File: src/rtl/display_controller_if.sv
// Request/grant read port from the display controller into data memory.
// The controller drives the master side; the memory arbiter drives the slave side.
interface display_controller_if #(
  parameter int DM_ADDR_WIDTH = 5
);
  logic                     ram_req;
  logic [DM_ADDR_WIDTH-1:0] ram_addr;
  logic                     ram_gnt;
  logic [31:0]              ram_rdata;

  modport master (output ram_req, ram_addr, input ram_gnt, ram_rdata);
  modport slave  (input ram_req, ram_addr, output ram_gnt, ram_rdata);
endinterface

File: src/rtl/display_controller.sv
// Eight-digit hex scanner for the board display, with source selection and a
// request/grant fetch port for showing data-memory words.
module display_controller #(
  parameter int SCAN_DIV      = 100000,
  parameter int REFRESH       = 1000000,
  parameter int DM_ADDR_WIDTH = 5
) (
  input  logic                     clk,
  input  logic                     rst,
  input  logic                     switch_stat,
  input  logic                     switch_ram,
  input  logic                     switch_correctprediction,
  input  logic                     switch_misprediction,
  input  logic [DM_ADDR_WIDTH-1:0] switch_addr,
  input  logic [31:0]              led_data,
  input  logic [31:0]              stat_count,
  input  logic [31:0]              stat_correctprediction,
  input  logic [31:0]              stat_misprediction,
  display_controller_if.master     ram_bus,
  output logic [7:0]               anodes,
  output logic [7:0]               cnodes
);

  localparam int DIV_W = (SCAN_DIV > 1) ? $clog2(SCAN_DIV) : 1;
  localparam int REF_W = (REFRESH > 1) ? $clog2(REFRESH) : 1;
  localparam logic [DIV_W-1:0] DIV_LAST = DIV_W'(SCAN_DIV - 1);
  localparam logic [REF_W-1:0] REF_LAST = REF_W'(REFRESH - 1);

  typedef enum logic [1:0] {S_IDLE, S_REQ, S_WAIT, S_HOLD} ram_state_t;

  function automatic logic [7:0] hex_seg(input logic [3:0] n);
    case (n)
      4'h0: hex_seg = 8'hC0;  4'h1: hex_seg = 8'hF9;
      4'h2: hex_seg = 8'hA4;  4'h3: hex_seg = 8'hB0;
      4'h4: hex_seg = 8'h99;  4'h5: hex_seg = 8'h92;
      4'h6: hex_seg = 8'h82;  4'h7: hex_seg = 8'hF8;
      4'h8: hex_seg = 8'h80;  4'h9: hex_seg = 8'h90;
      4'hA: hex_seg = 8'h88;  4'hB: hex_seg = 8'h83;
      4'hC: hex_seg = 8'hC6;  4'hD: hex_seg = 8'hA1;
      4'hE: hex_seg = 8'h86;  default: hex_seg = 8'h8E;
    endcase
  endfunction

  logic [DIV_W-1:0]         div_q, div_d;
  logic [2:0]               digit_q, digit_d;
  logic [31:0]              disp_q, disp_d, src_sel;
  logic [7:0]               anodes_q, anodes_d, cnodes_q, cnodes_d;
  logic [3:0]               nib [8];
  logic                     digit_tick;

  ram_state_t               state_q;
  logic                     ram_req_q;
  logic [DM_ADDR_WIDTH-1:0] ram_addr_q;
  logic [31:0]              ram_buf_q;
  logic [REF_W-1:0]         refresh_q;

  always_comb begin
    src_sel = led_data;
    if (switch_ram)                    src_sel = ram_buf_q;
    else if (switch_misprediction)     src_sel = stat_misprediction;
    else if (switch_correctprediction) src_sel = stat_correctprediction;
    else if (switch_stat)              src_sel = stat_count;
  end

  assign digit_tick = (div_q == DIV_LAST);

  // The segment code is built from disp_d so digit 0 of a new frame already
  // shows the word loaded on that same wrap edge.
  always_comb begin
    div_d    = digit_tick ? '0 : div_q + 1'b1;
    digit_d  = digit_tick ? digit_q + 3'd1 : digit_q;
    disp_d   = (digit_tick && digit_q == 3'd7) ? src_sel : disp_q;
    anodes_d = digit_tick ? ~(8'b1 << digit_d) : anodes_q;
    cnodes_d = digit_tick ? hex_seg(nib[digit_d]) : cnodes_q;
  end

  for (genvar gi = 0; gi < 8; gi++) begin : g_nib
    assign nib[gi] = disp_d[4*gi +: 4];
  end

  always_ff @(posedge clk) begin
    if (rst) begin
      div_q    <= '0;
      digit_q  <= 3'd0;
      disp_q   <= 32'd0;
      anodes_q <= 8'hFE;
      cnodes_q <= 8'hC0;
    end else begin
      div_q    <= div_d;
      digit_q  <= digit_d;
      disp_q   <= disp_d;
      anodes_q <= anodes_d;
      cnodes_q <= cnodes_d;
    end
  end

  // A raised request is never withdrawn: switch changes are only acted on in HOLD.
  always_ff @(posedge clk) begin
    if (rst) begin
      state_q    <= S_IDLE;
      ram_req_q  <= 1'b0;
      ram_addr_q <= '0;
      ram_buf_q  <= 32'd0;
      refresh_q  <= '0;
    end else begin
      case (state_q)
        S_IDLE: begin
          ram_req_q <= 1'b0;
          if (switch_ram) begin
            ram_addr_q <= switch_addr;
            ram_req_q  <= 1'b1;
            state_q    <= S_REQ;
          end
        end
        S_REQ: begin
          if (ram_bus.ram_gnt) begin
            ram_req_q <= 1'b0;
            state_q   <= S_WAIT;
          end
        end
        S_WAIT: begin
          ram_buf_q <= ram_bus.ram_rdata;
          refresh_q <= '0;
          state_q   <= S_HOLD;
        end
        S_HOLD: begin
          refresh_q <= refresh_q + 1'b1;
          if (!switch_ram) begin
            state_q <= S_IDLE;
          end else if (switch_addr != ram_addr_q) begin
            ram_addr_q <= switch_addr;
            ram_req_q  <= 1'b1;
            state_q    <= S_REQ;
          end else if (refresh_q == REF_LAST) begin
            ram_req_q <= 1'b1;
            state_q   <= S_REQ;
          end
        end
        default: begin
          ram_req_q <= 1'b0;
          state_q   <= S_IDLE;
        end
      endcase
    end
  end

  assign ram_bus.ram_req  = ram_req_q;
  assign ram_bus.ram_addr = ram_addr_q;
  assign anodes           = anodes_q;
  assign cnodes           = cnodes_q;

endmodule
File: src/flat_wrapper.sv
// flat-port wrapper written by rule: the top's interface ports become plain ports
module display_controller_flat 
#(
  parameter int SCAN_DIV      = 100000,
  parameter int REFRESH       = 1000000,
  parameter int DM_ADDR_WIDTH = 5
)
  (clk, rst, switch_stat, switch_ram, switch_correctprediction, switch_misprediction, switch_addr, led_data, stat_count, stat_correctprediction, stat_misprediction, anodes, cnodes, ram_bus_ram_req, ram_bus_ram_addr, ram_bus_ram_gnt, ram_bus_ram_rdata);
  display_controller_if #(.DM_ADDR_WIDTH(DM_ADDR_WIDTH)) ram_bus_i ();
  input  logic clk;
  input  logic rst;
  input  logic switch_stat;
  input  logic switch_ram;
  input  logic switch_correctprediction;
  input  logic switch_misprediction;
  input  logic [DM_ADDR_WIDTH-1:0] switch_addr;
  input  logic [31:0] led_data;
  input  logic [31:0] stat_count;
  input  logic [31:0] stat_correctprediction;
  input  logic [31:0] stat_misprediction;
  output logic [7:0] anodes;
  output logic [7:0] cnodes;
  output wire logic [$bits(ram_bus_i.ram_req)-1:0] ram_bus_ram_req;
  output wire logic [$bits(ram_bus_i.ram_addr)-1:0] ram_bus_ram_addr;
  input wire logic [$bits(ram_bus_i.ram_gnt)-1:0] ram_bus_ram_gnt;
  input wire logic [$bits(ram_bus_i.ram_rdata)-1:0] ram_bus_ram_rdata;
  assign ram_bus_ram_req = ram_bus_i.ram_req;
  assign ram_bus_ram_addr = ram_bus_i.ram_addr;
  assign ram_bus_i.ram_gnt = ram_bus_ram_gnt;
  assign ram_bus_i.ram_rdata = ram_bus_ram_rdata;
  display_controller #(.SCAN_DIV(SCAN_DIV), .REFRESH(REFRESH), .DM_ADDR_WIDTH(DM_ADDR_WIDTH)) u_core (.clk(clk), .rst(rst), .switch_stat(switch_stat), .switch_ram(switch_ram), .switch_correctprediction(switch_correctprediction), .switch_misprediction(switch_misprediction), .switch_addr(switch_addr), .led_data(led_data), .stat_count(stat_count), .stat_correctprediction(stat_correctprediction), .stat_misprediction(stat_misprediction), .ram_bus(ram_bus_i), .anodes(anodes), .cnodes(cnodes));
endmodule
File: config.mk
export PLATFORM = sky130hd
export DESIGN_NAME = display_controller_flat
export DESIGN_NICKNAME = d
export VERILOG_FILES = /design/src/rtl/display_controller_if.sv /design/src/rtl/display_controller.sv /design/src/flat_wrapper.sv
export SDC_FILE = /design/constraint.sdc
export NUM_CORES = 1
export LEC_CHECK = 0
export CAP_MARGIN = 20
export CELL_PAD_IN_SITES_DETAIL_PLACEMENT = 1
export CELL_PAD_IN_SITES_GLOBAL_PLACEMENT = 2
export CORE_AREA = 2 2 175 160
export CTS_CLUSTER_SIZE = 16
export DETAILED_ROUTE_END_ITERATION = 16
export DIE_AREA = 0 0 177 162
export PLACE_DENSITY_LB_ADDON = 0.1
export SYNTH_ARGS = -nofsm -noshare
export SYNTH_HDL_FRONTEND = slang
export SYNTH_SLANG_ARGS = --single-unit
File: constraint.sdc
create_clock -name clk -period 4.7 [get_ports clk]
set_clock_uncertainty 0.2 [all_clocks]
set_input_delay 0.705 -clock clk [delete_from_list [all_inputs] [get_ports clk]]
set_output_delay 0.705 -clock clk [all_outputs]
set_load 0.05 [all_outputs]
* Word-level counts from Yosys, hierarchy flattened *
Memory sizes are Yosys's and may differ from the RTL's. A register that Yosys moved wholly into a read port is not among the register bits.
Index checks and enable logic that the tools add are counted.

storage, ports and cells
  bits in registers = 128
  word-level logic and storage cells = 66
  memories = 1
  output and inout port bits = 22
  ROM bits = 112

memories
  memory            depth  width  rd ports  clocked after memory_dff  write ports  line                      RTL
  (name not given)  16     7      1         1                         0            display_controller.sv:32  case (n)

operators by class
  $add $sub $neg = 3
  multiplexer cells = 26
  bitwise logic cells = 2
  $lt $le $gt $ge = 1
  eq/ne operators = 13
  reduce and logical (&&, ||, !) cells = 9
  shift operators = 1

operator list
  cell                                                               number
  32-bit two-way mux                                                 5
  20-bit one-hot mux with 2 select lines                             1
  20-bit by 1-bit adder with 20-bit output, second input constant    1
  20-bit == test, second input constant                              1
  17-bit by 1-bit adder with 17-bit output, second input constant    1
  17-bit == test, second input constant                              1
  5-bit two-way mux                                                  3
  4-bit binary-select mux with 3-bit select                          1
  2-bit two-way mux                                                  5
  5-bit one-hot mux with 2 select lines                              1
  4-bit two-way mux                                                  2
  8-bit NOT                                                          1
  2-bit one-hot mux with 4 select lines                              1
  4-bit AND reduction                                                2
  1-bit by 3-bit left shift with 8-bit output, first input constant  1
  2-bit != test, second input constant                               3
  1-bit two-way mux                                                  5
  5-bit != test                                                      1
  2-bit == test, second input constant                               2
  4-bit >= comparator, second input constant                         1
  4-bit by 2-bit != test with 1-bit output, second input constant    1
  3-bit NOT with 4-bit output                                        1
  2-bit nonzero test                                                 2
  3-bit by 1-bit adder with 3-bit output, second input constant      1
  11 further kinds                                                   11

* Depth between registers and ports, before layout *
  depth in word-level cells = 8
  mapped depth = 17

* Worst setup path after synthesis *
No wires, ideal clock.

  kind = input to register
  start = input port switch_stat
  end = register u_core.cnodes_q[2] (netlist: u_core.cnodes[2])
  arrival time = 3.075 ns
  data required time = 4.409 ns
  setup time = 0.091 ns
  cell stages on the path = 13
  setup slack = 1.334 ns
  path buffers = 3
  path through = buf_2 -> buf_2 -> buf_2 -> mux2i_1 -> nand2_1 -> o2111ai_1 -> o211ai_1 -> a22oi_1 -> o221ai_2 -> inv_1 -> ha_1 -> or3b_1 -> a311oi_1

on the way
  word-level cells in the longest chain between the ends = 8

RTL lines
  what                                                   line                      RTL
  start, declared                                        flat_wrapper.sv:12        input logic switch_stat;
  32-bit two-way mux                                     display_controller.sv:62  else if (switch_stat) src_sel = stat_count;
  32-bit two-way mux                                     display_controller.sv:61  else if (switch_correctprediction) src_sel = stat_correctprediction;
  32-bit two-way mux                                     display_controller.sv:60  else if (switch_misprediction) src_sel = stat_misprediction;
  32-bit two-way mux                                     display_controller.sv:59  if (switch_ram) src_sel = ram_buf_q;
  32-bit two-way mux                                     display_controller.sv:72  disp_d = (digit_tick && digit_q == 3'd7) ? src_sel : disp_q;
  4-bit binary-select mux with 3-bit select              display_controller.sv:74  cnodes_d = digit_tick ? hex_seg(nib[digit_d]) : cnodes_q;
  4-bit two-way mux (not written as such) (2 in series)  display_controller.sv:74
  end, declared                                          display_controller.sv:47  logic [7:0] anodes_q, anodes_d, cnodes_q, cnodes_d;

Every way passes these cells. The select of a mux whose other input is x is not followed.
A chain may end at the register's enable or synchronous reset.

* Worst setup path after layout *
  start = register u_core.div_q[0]
  end = register u_core.cnodes_q[2] (netlist: u_core.cnodes[2])

on the way
  word-level cells in the longest chain between the ends = 6
  elaborated cells between the ends (all ways) = 8
  those cells by class = eq/ne: 1; mux: 5; bitwise: 1; reduce/logical: 1

RTL lines
  what                                                                      line                                                RTL
  start, declared                                                           display_controller.sv:44                            logic [DIV_W-1:0] div_q, div_d;
  start signal, assigned                                                    display_controller.sv:89                            div_q <= div_d;
  17-bit == test (*)                                                        display_controller.sv:65                            assign digit_tick = (div_q == DIV_LAST);
  1-bit logical AND / 3-bit two-way mux (equally long branches)             display_controller.sv:72, display_controller.sv:71
  32-bit two-way mux / 3-bit NOT with 4-bit output (equally long branches)  display_controller.sv:72, display_controller.sv:74
  4-bit binary-select mux with 3-bit select                                 display_controller.sv:74
  4-bit two-way mux (not written as such) (2 in series)                     display_controller.sv:74

Every way passes the cells marked *; elsewhere a longest branch is shown, timed or not. The select of a mux whose other input is x is not followed.

==> reports/results.env <==
MIN-DELAY-START='u_core.disp_q[29]'
DP_CELLS=1385
SYNTH_WARNINGS=0
TRITONCTS.NUM_BUFFERS=17
MAXIMUM_NUMBER_OF_PINS_ON_ONE_NET_BEFORE_GLOBAL_ROUTE_REPAIR=78
TIGHTEST_SLEW_NS=0.9321
DRT_DRC_VIOLATIONS_LEFT=0
GRT_REMAINING_OVERFLOW=0
NNETSFINAL=1236
TIMING.SETUP.TNS_NS=0
DRT-VIAS-PER-INSTANCE=5.099
SYNTH_ENABLE_FLOP_CELLS=0
VIA_COUNT_OF_THE_FIRST_GLOBAL_ROUTING_PASS=7513
MIN_DELAY_WORST_ENDPOINT='u_core.disp_q[29]'
LAYOUT.CELLS.MOST_COMMON_LIST='clkdlybuf4s50_1 (190), nor2_1 (137), dfxtp_1 (126)'
SLOWEST_DELAY_NS=0.48
CORE-AREA_MM2=0.02674
CLK_PATH_BUF_DEPTH=2
CLK_TRANSITION_REPORTED_PATHS_NS=0.06
SWITCHING_POWER_mW=1.008
CELLINTERNALPOWER_mW=2.360
CRITPATHLAUNCHTYPE='register'
INITIAL_CORE_UTILIZATION_PCT=28.81
CRIT_TOP_CELL='ha_1'
CRIT_PATH_TOP_DELAY_CELL='and2_1'
FILLER_CELL_COUNT=3116
GRT_ANTENNA_BEFORE_REPAIR=1
SLEW_VIOLATIONS=0
SYNTH_FF_TYPE='dfxtp_1'
VIAS=7230
MIN_PATH_CELLS=2
POST_ROUTE_INSTS_NO_FILL=1418
SETUP_VIOL_COUNT_FINAL=0
RR_WORST_DEPTH=12
CLOCK_ROOT_CELL='clkbuf_16'
PATH_CLASS='register to register'
HOLD-WORST-SLACK_NS=0.2679
POWER.COMBINATIONAL.FRACTION_PCT=22.1
GP_CONGESTION=0.7795
DIE_HEIGHT_UM=162
REMAINING_ANTENNA_VIOLATION_COUNT_AFTER_ROUTING=0
PORT_BUFFERS=192
AREA_GROWTH_SYN_TO_LAYOUT_PCT=34.68
AVGSYNTHCELLAREA_UM2=8.678
SYNTHESIS.INSTANCES=888
OUTCOME='finished clean'
CORE.ROWCOUNT=57
GRTUSAGETOTAL_PCT=19.51
WL_PER_CELL_UM=19.31
WORST-PATH-MAX-FANOUT=12
HOLD_CRIT_CLASS='register to register'
TIMING.MAX_SLEW.REL_SLACK_PCT=36.25
POST-ROUTE-PERIOD-UTIL_PCT=82.86
DIE_W_UM=177
RRSETUPSLACK_NS=0.81
R2R-START='u_core.div_q[0]'
DR.PASS1.ITERS=5
CRITPATHREQUIREDTIME_NS=4.82
POWER.SHARE.SEQUENTIAL_PCT=36.1
POWER_DENSITY_mW_PER_MM2=324.5
PIN_COUNT=194
WORSTSKEWPAIRLATENCY_NS=0.43
TIMING.MAX_CAP.VIOLATIONS=0
CLOCK.FMAX_MHz=256.8
PERIOD_NEEDED_NS=3.895
POWER_FRAC_CLOCK_PCT=41.8
CTS_HTREE_LEVELS=4
R2R_END='u_core.cnodes[2]'
CRIT_PATH_CELL_TRACE='ha_1, and4_1, and4_2, and2_1, buf_4, o211ai_1, a22oi_1, o221ai_2, inv_1, ha_1, or3b_1, a311oi_1'
POST_CTS.REPAIR.SETUP_BUFFERS=0
POWER.LEAKAGE_nW=3.629
YS_FF_LATCH=127
CLOCK_TREE_FROM_TRITONCTS='yes'
YOSYSSEQAREASHARE_PCT=32.99
DRIVE_GT1_SHARE_PCT=8.937
SYN-CELL-AREA_MM2=0.007706
ROUTED_WL_UM=27390
SYN-NUM-NETS=1074
CTS_SINKS=127
HOLD_BUFFERS=0
WIRE_LENGTH_OF_THE_FIRST_GLOBAL_ROUTING_PASS_UM=42990
NETLIST-CELL-TYPE-COUNT=83
VDD_IR_DROP_MAX_uV=249.4
CRITPATHCAPTURETYPE='register'
FINAL_COMMON_CELL='clkdlybuf4s50_1'
PLACE.DETAILED.HPWL_UM=20390
POST_CTS_RESIZE_COUNT=0
FIRST_ITER_VIOLATIONS=220
FLOORPLAN.DIE_AREA_MM2=0.02867
FINALHOLDVIOLCOUNT=0
RSZ0062_AT_GRT='false'
POWER_SWITCHING_SHARE_PCT=29.94
WORST_PATH_ARRIVAL_TIME_NS=4.01
YS_ASYNC_SR_FRACTION_PCT=0
[sequential cells by signal, summed over array words and instances (netlist names)]
name and cells:
u_core.anodes 8, u_core.cnodes 7, u_core.digit_q 3, u_core.disp_q 32
u_core.div_q 17, u_core.ram_buf_q 32, u_core.ram_bus.ram_addr 5, u_core.ram_bus.ram_req 1
u_core.refresh_q 20, u_core.state_q 2
[worst max-delay path, delay by kind of cell, from the launching register on]
| family | cells | cell delay (ns) |
|---|---|---|
| AOI/OAI and AO/OA | 4 | 0.86 |
| and+or+nand+nor | 4 | 1.50 |
| adders and majority gates | 2 | 0.41 |
| buffers and inverters | 2 | 0.45 |
| DFF | 1 | 0.36 |
[through the flow]
stage / instance area, um^2 / worst slack [ns] / power, mW / util, %
6_report: 10380 / 0.8055 / 3.368 / 38.81
5_1_grt: 10380 / 0.4753 / 3.550 / 38.81
4_1_cts: 10380 / 0.7299 / 3.430 / 38.80
3_5_place_dp: 9764 / 0.4679 / 1.991 / 36.51
3_3_place_gp: 9764 / 0.4789 / 1.986 / 36.51
2_1_floorplan: 7706 / 1.334 / 1.675 / -
[power by group through the flow]
stage               Sequential (mW)  Combinational, mW  Clock (mW)
finish                         1.22              0.744        1.41
global route                   1.22              0.821        1.50
floorplan                      1.26              0.417           0
CTS                            1.22              0.757        1.46
global placement               1.24              0.748           0
detailed placement             1.24              0.753           0
[cell families after synthesis]
| family | share of synthesized area [%] |
|---|---|
| AO/OA/AOI/OAI | 19.92 |
| adder cells (fa/ha/maj) | 2.273 |
| buffers and inverters | 6.608 |
| multiplexers | 14.87 |
| other | 0.04866 |
| flip-flops | 32.99 |
| AND/OR/NAND/NOR | 20.54 |
| XOR/XNOR | 2.744 |
[layer usage]
metal / routed length, um / up-vias / global-route usage (%)
li1: - / 3558 / -
met1: 12510 / 3550 / 24.49
met2: 13810 / 101 / 34.59
met3: 763 / 21 / 3.207
met4: 306 / 0 / 4.846
met5: 0 / - / 0
[Yosys cell counts, drive strengths merged (10+ instances only)]
cell | number | area share [%]
a211oi | 20 | 1.9
a21oi | 50 | 3.2
a22o | 16 | 1.9
a22oi | 11 | 1.3
and3 | 11 | 0.96
buf | 32 | 2.5
clkbuf | 35 | 3.0
dfxtp | 127 | 33
ha | 14 | 2.3
inv | 15 | 0.73
mux2 | 10 | 1.5
mux2i | 100 | 13
nand2 | 64 | 3.1
nand3 | 20 | 1.3
nor2 | 138 | 6.8
nor2b | 17 | 1.4
nor3 | 15 | 1.1
o21ai | 16 | 1.0
o221ai | 19 | 2.3
o22ai | 16 | 1.4
xor2 | 14 | 1.6
[worst max path at each step]
stage / startpoint / to / slack (ns) / cells past startpoint
after floorplan: switch_stat / u_core.cnodes[2] / 1.33 / 13
final: u_core.div_q[0] / u_core.cnodes[2] / 0.81 / 12
after global placement: switch_ram / u_core.cnodes[0] / 0.48 / 12
after detailed placement: switch_ram / u_core.cnodes[0] / 0.47 / 12
after global routing: u_core.div_q[0] / u_core.cnodes[2] / 0.48 / 12
after CTS: u_core.div_q[0] / u_core.cnodes[2] / 0.73 / 12
[cell type report]
| class | instances | area [um^2] | area share, % |
|---|---|---|---|
| inverters | 15 | 56.30 | 0.5425 |
| well taps | 354 | 442.9 | 4.268 |
| clock inverters | 14 | 182.7 | 1.760 |
| clock buffers | 18 | 429.2 | 4.135 |
| diodes | 1 | 2.502 | 0.02411 |
| flip-flops and latches | 127 | 2544 | 24.51 |
| multi-input cells | 677 | 4657 | 44.87 |
| repair buffers | 212 | 2064 | 19.89 |
No activity file was read; power rests on OpenSTA's default activity.
